$ cat src/rtl/nn_pkg.sv
// Shared types and constants for the time-multiplexed neuron layer.
package nn_pkg;

  localparam int unsigned DATA_W          = 32;
  localparam int unsigned NUM_NEURONS_DEF = 4;

  localparam logic CFG_SEL_WEIGHT = 1'b0;
  localparam logic CFG_SEL_BIAS   = 1'b1;

  typedef logic [DATA_W-1:0] data_t;

  typedef enum logic [1:0] {
    ST_IDLE = 2'd0,
    ST_CALC = 2'd1,
    ST_HOLD = 2'd2
  } seq_state_e;

endpackage

$ cat src/rtl/neuron_layer_sequencer_if.sv
// Sample-in / result-out valid/ready streams of the layer sequencer.
interface neuron_layer_sequencer_if
  import nn_pkg::*;
#(
  parameter int unsigned IDX_W = 2
);
  logic             in_valid;
  logic             in_ready;
  data_t            in_data;
  logic             out_valid;
  logic             out_ready;
  data_t            out_data;
  logic [IDX_W-1:0] out_idx;
  logic             out_last;

  // master: the environment feeding samples and consuming results
  modport master (
    output in_valid, in_data, out_ready,
    input  in_ready, out_valid, out_data, out_idx, out_last
  );

  // slave: the sequencer itself
  modport slave (
    input  in_valid, in_data, out_ready,
    output in_ready, out_valid, out_data, out_idx, out_last
  );
endinterface

$ cat src/rtl/neuron_param_regfile.sv
// Per-neuron weight/bias storage; writable only while the sequencer is idle.
module neuron_param_regfile
  import nn_pkg::*;
#(
  parameter int unsigned NUM_NEURONS = NUM_NEURONS_DEF,
  parameter int unsigned IDX_W       = $clog2(NUM_NEURONS)
) (
  input  logic             clk,
  input  logic             rst_n,
  input  logic             wr_en,
  input  logic             cfg_we,
  input  logic             cfg_sel,
  input  logic [IDX_W-1:0] cfg_addr,
  input  data_t            cfg_data,
  input  logic [IDX_W-1:0] rd_idx,
  output data_t            rd_w_c,
  output data_t            rd_b_c
);

  data_t w_q [NUM_NEURONS];
  data_t b_q [NUM_NEURONS];
  data_t w_d [NUM_NEURONS];
  data_t b_d [NUM_NEURONS];

  logic wr_ok_c;

  // Out-of-range addresses only occur when NUM_NEURONS is not a power of two
  assign wr_ok_c = wr_en && cfg_we && (32'(cfg_addr) < NUM_NEURONS);

  always_comb begin
    w_d = w_q;
    b_d = b_q;
    if (wr_ok_c) begin
      if (cfg_sel == CFG_SEL_BIAS) b_d[cfg_addr] = cfg_data;
      else                         w_d[cfg_addr] = cfg_data;
    end
  end

  always_ff @(posedge clk or negedge rst_n) begin
    if (!rst_n) begin
      for (int i = 0; i < int'(NUM_NEURONS); i++) begin
        w_q[i] <= '0;
        b_q[i] <= '0;
      end
    end else begin
      w_q <= w_d;
      b_q <= b_d;
    end
  end

  assign rd_w_c = w_q[rd_idx];
  assign rd_b_c = b_q[rd_idx];

endmodule

$ cat src/rtl/neuron_layer_sequencer.sv
// Steps one combinational neuron across NUM_NEURONS outputs per input sample,
// capturing each result into a held valid/ready output stream.
module neuron_layer_sequencer
  import nn_pkg::*;
#(
  parameter int unsigned NUM_NEURONS = NUM_NEURONS_DEF,
  parameter int unsigned IDX_W       = $clog2(NUM_NEURONS)
) (
  input  logic                     clk,
  input  logic                     rst_n,
  input  logic                     cfg_we,
  input  logic                     cfg_sel,
  input  logic [IDX_W-1:0]         cfg_addr,
  input  data_t                    cfg_data,
  neuron_layer_sequencer_if.slave  io,
  output data_t                    nrn_x1,
  output data_t                    nrn_w1,
  output data_t                    nrn_b,
  input  data_t                    nrn_f
);

  localparam logic [IDX_W-1:0] LAST_IDX = IDX_W'(NUM_NEURONS - 1);

  seq_state_e       state_q,     state_d;
  data_t            x_q,         x_d;
  logic [IDX_W-1:0] idx_q,       idx_d;
  logic             in_ready_q,  in_ready_d;
  logic             out_valid_q, out_valid_d;
  data_t            out_data_q,  out_data_d;
  logic [IDX_W-1:0] out_idx_q,   out_idx_d;
  logic             out_last_q,  out_last_d;

  neuron_param_regfile #(
    .NUM_NEURONS (NUM_NEURONS),
    .IDX_W       (IDX_W)
  ) u_params (
    .clk      (clk),
    .rst_n    (rst_n),
    .wr_en    (state_q == ST_IDLE),
    .cfg_we   (cfg_we),
    .cfg_sel  (cfg_sel),
    .cfg_addr (cfg_addr),
    .cfg_data (cfg_data),
    .rd_idx   (idx_q),
    .rd_w_c   (nrn_w1),
    .rd_b_c   (nrn_b)
  );

  always_comb begin
    state_d     = state_q;
    x_d         = x_q;
    idx_d       = idx_q;
    out_valid_d = out_valid_q;
    out_data_d  = out_data_q;
    out_idx_d   = out_idx_q;
    out_last_d  = out_last_q;
    unique case (state_q)
      ST_IDLE: begin
        if (io.in_valid) begin
          x_d     = io.in_data;
          idx_d   = '0;
          state_d = ST_CALC;
        end
      end
      ST_CALC: begin
        out_data_d  = nrn_f;
        out_idx_d   = idx_q;
        out_last_d  = (idx_q == LAST_IDX);
        out_valid_d = 1'b1;
        state_d     = ST_HOLD;
      end
      ST_HOLD: begin
        if (io.out_ready) begin
          out_valid_d = 1'b0;
          if (out_last_q) begin
            state_d = ST_IDLE;
          end else begin
            idx_d   = idx_q + IDX_W'(1);
            state_d = ST_CALC;
          end
        end
      end
      default: state_d = ST_IDLE;
    endcase
    // in_ready is a pure decode of the next state, so it can be a flop
    in_ready_d = (state_d == ST_IDLE);
  end

  always_ff @(posedge clk or negedge rst_n) begin
    if (!rst_n) begin
      state_q     <= ST_IDLE;
      x_q         <= '0;
      idx_q       <= '0;
      in_ready_q  <= 1'b1;
      out_valid_q <= 1'b0;
      out_data_q  <= '0;
      out_idx_q   <= '0;
      out_last_q  <= 1'b0;
    end else begin
      state_q     <= state_d;
      x_q         <= x_d;
      idx_q       <= idx_d;
      in_ready_q  <= in_ready_d;
      out_valid_q <= out_valid_d;
      out_data_q  <= out_data_d;
      out_idx_q   <= out_idx_d;
      out_last_q  <= out_last_d;
    end
  end

  assign nrn_x1       = x_q;
  assign io.in_ready  = in_ready_q;
  assign io.out_valid = out_valid_q;
  assign io.out_data  = out_data_q;
  assign io.out_idx   = out_idx_q;
  assign io.out_last  = out_last_q;

endmodule

$ cat src/flat_wrapper.sv
// flat-port wrapper written by rule: the top's interface ports become plain ports
module neuron_layer_sequencer_flat import nn_pkg::*;
#(
  parameter int unsigned NUM_NEURONS = NUM_NEURONS_DEF,
  parameter int unsigned IDX_W       = $clog2(NUM_NEURONS)
)
  (clk, rst_n, cfg_we, cfg_sel, cfg_addr, cfg_data, nrn_x1, nrn_w1, nrn_b, nrn_f, io_in_valid, io_in_data, io_out_ready, io_in_ready, io_out_valid, io_out_data, io_out_idx, io_out_last);
  neuron_layer_sequencer_if #(.IDX_W(IDX_W)) io_i ();
  input  logic clk;
  input  logic rst_n;
  input  logic cfg_we;
  input  logic cfg_sel;
  input  logic [IDX_W-1:0] cfg_addr;
  input  data_t cfg_data;
  output data_t nrn_x1;
  output data_t nrn_w1;
  output data_t nrn_b;
  input  data_t nrn_f;
  input wire logic [$bits(io_i.in_valid)-1:0] io_in_valid;
  input wire logic [$bits(io_i.in_data)-1:0] io_in_data;
  input wire logic [$bits(io_i.out_ready)-1:0] io_out_ready;
  output wire logic [$bits(io_i.in_ready)-1:0] io_in_ready;
  output wire logic [$bits(io_i.out_valid)-1:0] io_out_valid;
  output wire logic [$bits(io_i.out_data)-1:0] io_out_data;
  output wire logic [$bits(io_i.out_idx)-1:0] io_out_idx;
  output wire logic [$bits(io_i.out_last)-1:0] io_out_last;
  assign io_i.in_valid = io_in_valid;
  assign io_i.in_data = io_in_data;
  assign io_i.out_ready = io_out_ready;
  assign io_in_ready = io_i.in_ready;
  assign io_out_valid = io_i.out_valid;
  assign io_out_data = io_i.out_data;
  assign io_out_idx = io_i.out_idx;
  assign io_out_last = io_i.out_last;
  neuron_layer_sequencer #(.NUM_NEURONS(NUM_NEURONS), .IDX_W(IDX_W)) u_core (.clk(clk), .rst_n(rst_n), .cfg_we(cfg_we), .cfg_sel(cfg_sel), .cfg_addr(cfg_addr), .cfg_data(cfg_data), .io(io_i), .nrn_x1(nrn_x1), .nrn_w1(nrn_w1), .nrn_b(nrn_b), .nrn_f(nrn_f));
endmodule
$ cat config.mk
export PLATFORM = sky130hd
export DESIGN_NAME = neuron_layer_sequencer_flat
export DESIGN_NICKNAME = d
export VERILOG_FILES = /design/src/rtl/nn_pkg.sv /design/src/rtl/neuron_layer_sequencer_if.sv /design/src/rtl/neuron_param_regfile.sv /design/src/rtl/neuron_layer_sequencer.sv /design/src/flat_wrapper.sv
export SDC_FILE = /design/constraint.sdc
export NUM_CORES = 1
export LEC_CHECK = 0
export CORE_UTILIZATION = 40
export CTS_CLUSTER_DIAMETER = 40
export CTS_CLUSTER_SIZE = 40
export DETAILED_ROUTE_END_ITERATION = 8
export GPL_ROUTABILITY_DRIVEN = 0
export GPL_TIMING_DRIVEN = 1
export HOLD_SLACK_MARGIN = 0.08
export PLACE_DENSITY = 0.68
export SYNTH_ARGS = -nofsm -noshare
export SYNTH_HDL_FRONTEND = slang
export SYNTH_SLANG_ARGS = --single-unit
$ cat constraint.sdc
create_clock -name clk -period 2.4 [get_ports clk]
set_input_delay 0.48 -clock clk [delete_from_list [all_inputs] [get_ports clk]]
set_output_delay 0.48 -clock clk [all_outputs]
set_load 0.005 [all_outputs]
==> metrics.csv <==
stage,metric,value,unit
outcome,status,"complete, but fails checks",
outcome,failing checks,setup timing,
floorplanning,core area,34460,um^2
logic_synthesis,Gate Count Post-Synth,803,
setup_path,slowest CP cell,dfrtp_4,
logic_synthesis,top_reg_cell synth,dfrtp_1,
job,max cap viols,0,
setup_path,Critical Path End Type,primary output,
setup_path,Worst EP arrival,2.15,ns
detailed_routing,DRC Markers,0,
logic_synthesis,Post-Synth XOR/XNOR Area,0,%
timing,Worst Hold Margin,0.4333,ns
timing,worst setup margin,-0.2332,ns
logic_synthesis,area fraction in compound gates after synthesis,0.4023,%
power_and_ir_drop,Design Power,27.49,mW
hold_path,hold crit path type,primary input to async pin,
setup_path,crit-path leading delay family,buffers and inverters,
clocking,Root Buffer,clkbuf_16,
setup_path,CP bufs+invs,5,
finish,Ant. Diodes,0,
finish,fillcell total,2779,
detailed_routing,DRT iter0 DRCs,310,
logic_synthesis,"FFs w/ async S/R, synth",100.0,%
timing,unrepaired setup endpoints after global routing,yes,
setup_path,Reg2Reg Depth,4,
logic_synthesis,Synth Cell Area,13990,um^2
grt,total grt overflow,0,
detailed_routing,TritonRoute pass-1 iters,6,
floorplanning,Initial Utilization,40.61,%
logic_synthesis,"EDFF count, synth",0,
detailed_routing,vias per cell,5.167,
logic_synthesis,YS warnings,0,
finish,storage element area,8242,um^2
logic_synthesis,Synth Area per Inst,17.43,um^2
floorplanning,Die Y-Extent,189.0,um
clocking,Worst-path clk slew,0.05,ns
finish,area grow syn2layout,37.14,%
detailed_routing,DR WL/cell,21.32,um
grt,initial antenna violation count,0,
setup_path,CP Data Required Time,1.92,ns
floorplanning,Top-Level Pins,237,
finish,proportion of layout cells with a drive suffix above 1,52.96,%
grt,GRT Total Usage,19.78,%
floorplanning,Die X,189.0,um
power_and_ir_drop,Worst VDD drop,822.4,uV
logic_synthesis,"top cells by count, synth","328 x dfrtp_1, 288 x mux2_2, 64 x mux4_2",
logic_synthesis,Synth Net Count,908,
timing,Fin. Hold Viols,0,
detailed_routing,final WL,34210,um
timing,achievable clock frequency,379.8,MHz
timing,Worst-Margin Slew,0.5807,ns
clocking,total CTS buffers,51,
timing,Max-slew headroom,61.29,%
logic_synthesis,simple-gate area share of the yosys netlist,1.270,%
clocking,TritonCTS clock tree,yes,
logic_synthesis,Cell variety after synth,31,
placed_design,number of instances in the placed design,1488,
clocking,total clock sinks,329,
clocking,Max clock buf depth,3,
timing,Setup TNS Final,-7.288,ns
logic_synthesis,Synth area leader,dfrtp_1,
finish,"Net count, final",1214,
logic_synthesis,"Seq/Total Area, Yosys",58.84,%
timing,post-route clock period utilization,109.7,%
grt,largest net degree at the start of global routing,63,
logic_synthesis,Synth area leaders,"dfrtp_1 59%, mux2_2 23%, mux4_2 10%",
setup_path,Worst Path Max Fanout,6,
clocking,clk_lat worst skew,0.55,ns
placed_design,port bufs,236,
floorplanning,row cnt,68,
setup_path,critical path's most frequent cell,buf_12,
logic_synthesis,Yosys reg bits,329,
placed_design,Detailed Place HPWL,21450,um
logic_synthesis,post-synthesis mux area share,37.17,%
setup_path,Crit. path cell count,6,
timing,Final Critical Period,2.633,ns
floorplanning,die area,35740,um^2
logic_synthesis,largest family of logic cells by synthesized area,multiplexers,
timing,Final Setup Violations,61,
setup_path,CP Launch Type,flip-flop,
logic_synthesis,Adder-Cell Fraction of Synth Area,0.08941,%
detailed_routing,via count,8293,
detailed_routing,Antenna Nets Post-Route,0,
setup_path,Crit Path Class,flip-flop to primary output,
grt,global-route wire length before repair,54240,um
power_and_ir_drop,leakage power,8.238,nW
setup_path,max incr delay on CP,0.50,ns
logic_synthesis,area fraction of the dominant cell type after synthesis,58.65,%
power_and_ir_drop,Power Dens Cells,1432,nW/um^2
clocking,H-tree depth,2,
timing,final slew viol count,0,
setup_path,worst path cell trace,"buf_12, buf_12, buf_12, buf_16, mux4_2, buf_2",
finish,"Cell Count, Final, Fillers Out",1605,
logic_synthesis,cell with the most instances after synthesis,dfrtp_1,
finish,area of the multi-input gates,5459,um^2
grt,vias in the first global route,9214,
timing,Clock Skews,0.01461,ns
[worst register-to-register path, delay by kind of cell, from the launching register on]
family / cells / cell delay, ns
buffers and inverters: 1 / 0.28
flip-flops: 1 / 0.47
multiplexers: 1 / 0.38
AND/OR/NAND/NOR: 2 / 0.86
[timing repair]
item / in CTS / in global routing
hold buffers: 1 / 0
hold endpoints to repair: 52 / 0
buffers inserted: 18 / 4
endpoints found under the setup margin: 64 / 64
resized for setup: 268 / 14
cloned: 7 / 0
[per-layer routing]
layer / GRT usage, % / vias up / part of all wire, %
li1: - / 3612 / -
met1: 26.16 / 4369 / 43
met2: 31.93 / 256 / 48
met3: 5.524 / 56 / 6.8
met4: 5.459 / 0 / 1.9
met5: 0 / - / 0
[cells by family (layout without fill, tap and decap cells)]
group,count (synthesis),count (layout)
AOI/OAI and AO/OA,10,10
adders and majority gates,1,1
buffers and inverters,52,399
DFF,329,329
muxes,388,388
and+or+nand+nor,23,23
[registers in the layout (all words and copies together) (netlist names)]
| name | flops |
|---|---|
| u_core.idx_q | 2 |
| u_core.io.in_ready | 1 |
| u_core.io.out_data | 32 |
| u_core.io.out_idx | 2 |
| u_core.io.out_last | 1 |
| u_core.io.out_valid | 1 |
| u_core.nrn_x1 | 32 |
| u_core.state_q | 2 |
| u_core.u_params.b_q | 128 |
| u_core.u_params.w_q | 128 |
[area by class of cell]
cell class,instances,share of cell area [%]
Inverter,3,0.05867
Multi-Input combinational cell,422,28.44
Tap cell,455,2.966
Timing Repair Buffer,302,15.95
Clock buffer,57,7.086
Clock inverter,37,2.549
Sequential cell,329,42.94
[final timing paths]
kind | start | endpoint | slack (ns)
worst max-delay path | u_core.idx_q[0] | nrn_b[8] | -0.23
worst min-delay path | rst_n | u_core.io.out_data[9] | 0.43
worst max register to register | u_core.state_q[0] | u_core.u_params.b_q[63] | 0.31
worst min register to register | u_core.u_params.b_q[77] | u_core.u_params.b_q[77] | 0.48
max in group asynchronous | rst_n | u_core.u_params.b_q[92] | 1.13
min in group clk | u_core.u_params.b_q[77] | u_core.u_params.b_q[77] | 0.48
[metrics by stage]
| step | util [%] | setup slack (ns) | cell area (um^2) |
|---|---|---|---|
| after global routing | 55.70 | -0.3059 | 19190 |
| after global placement | 49.91 | 0.1145 | 17200 |
| after detailed placement | 49.91 | 0.08713 | 17200 |
| after floorplan | - | 0.2982 | 13990 |
| final | 55.70 | -0.2332 | 19190 |
| after CTS | 55.78 | -0.2850 | 19220 |
[where the power goes]
part           switching, mW  leakage [nW]  internal (mW)
Sequential              1.49          3.99           8.36
Clock                   2.83         0.889           5.02
Combinational           3.34          3.36           6.45
[placed cells by master (no fill, tap or decap), types with 5 or more instances in the layout]
cell type and n:
buf_2 47, buf_6 17, mux2_4 30, clkinv_2 5
clkinv_4 5, bufinv_16 8, clkinvlp_4 7, buf_4 31
clkbuf_16 52, dfrtp_1 326, inv_6 7, buf_12 21
buf_16 6, mux4_2 64, mux2_1 5, nand2_1 5
mux2_2 288, clkdlybuf4s50_1 171
No activity file was read; power rests on OpenSTA's default activity.
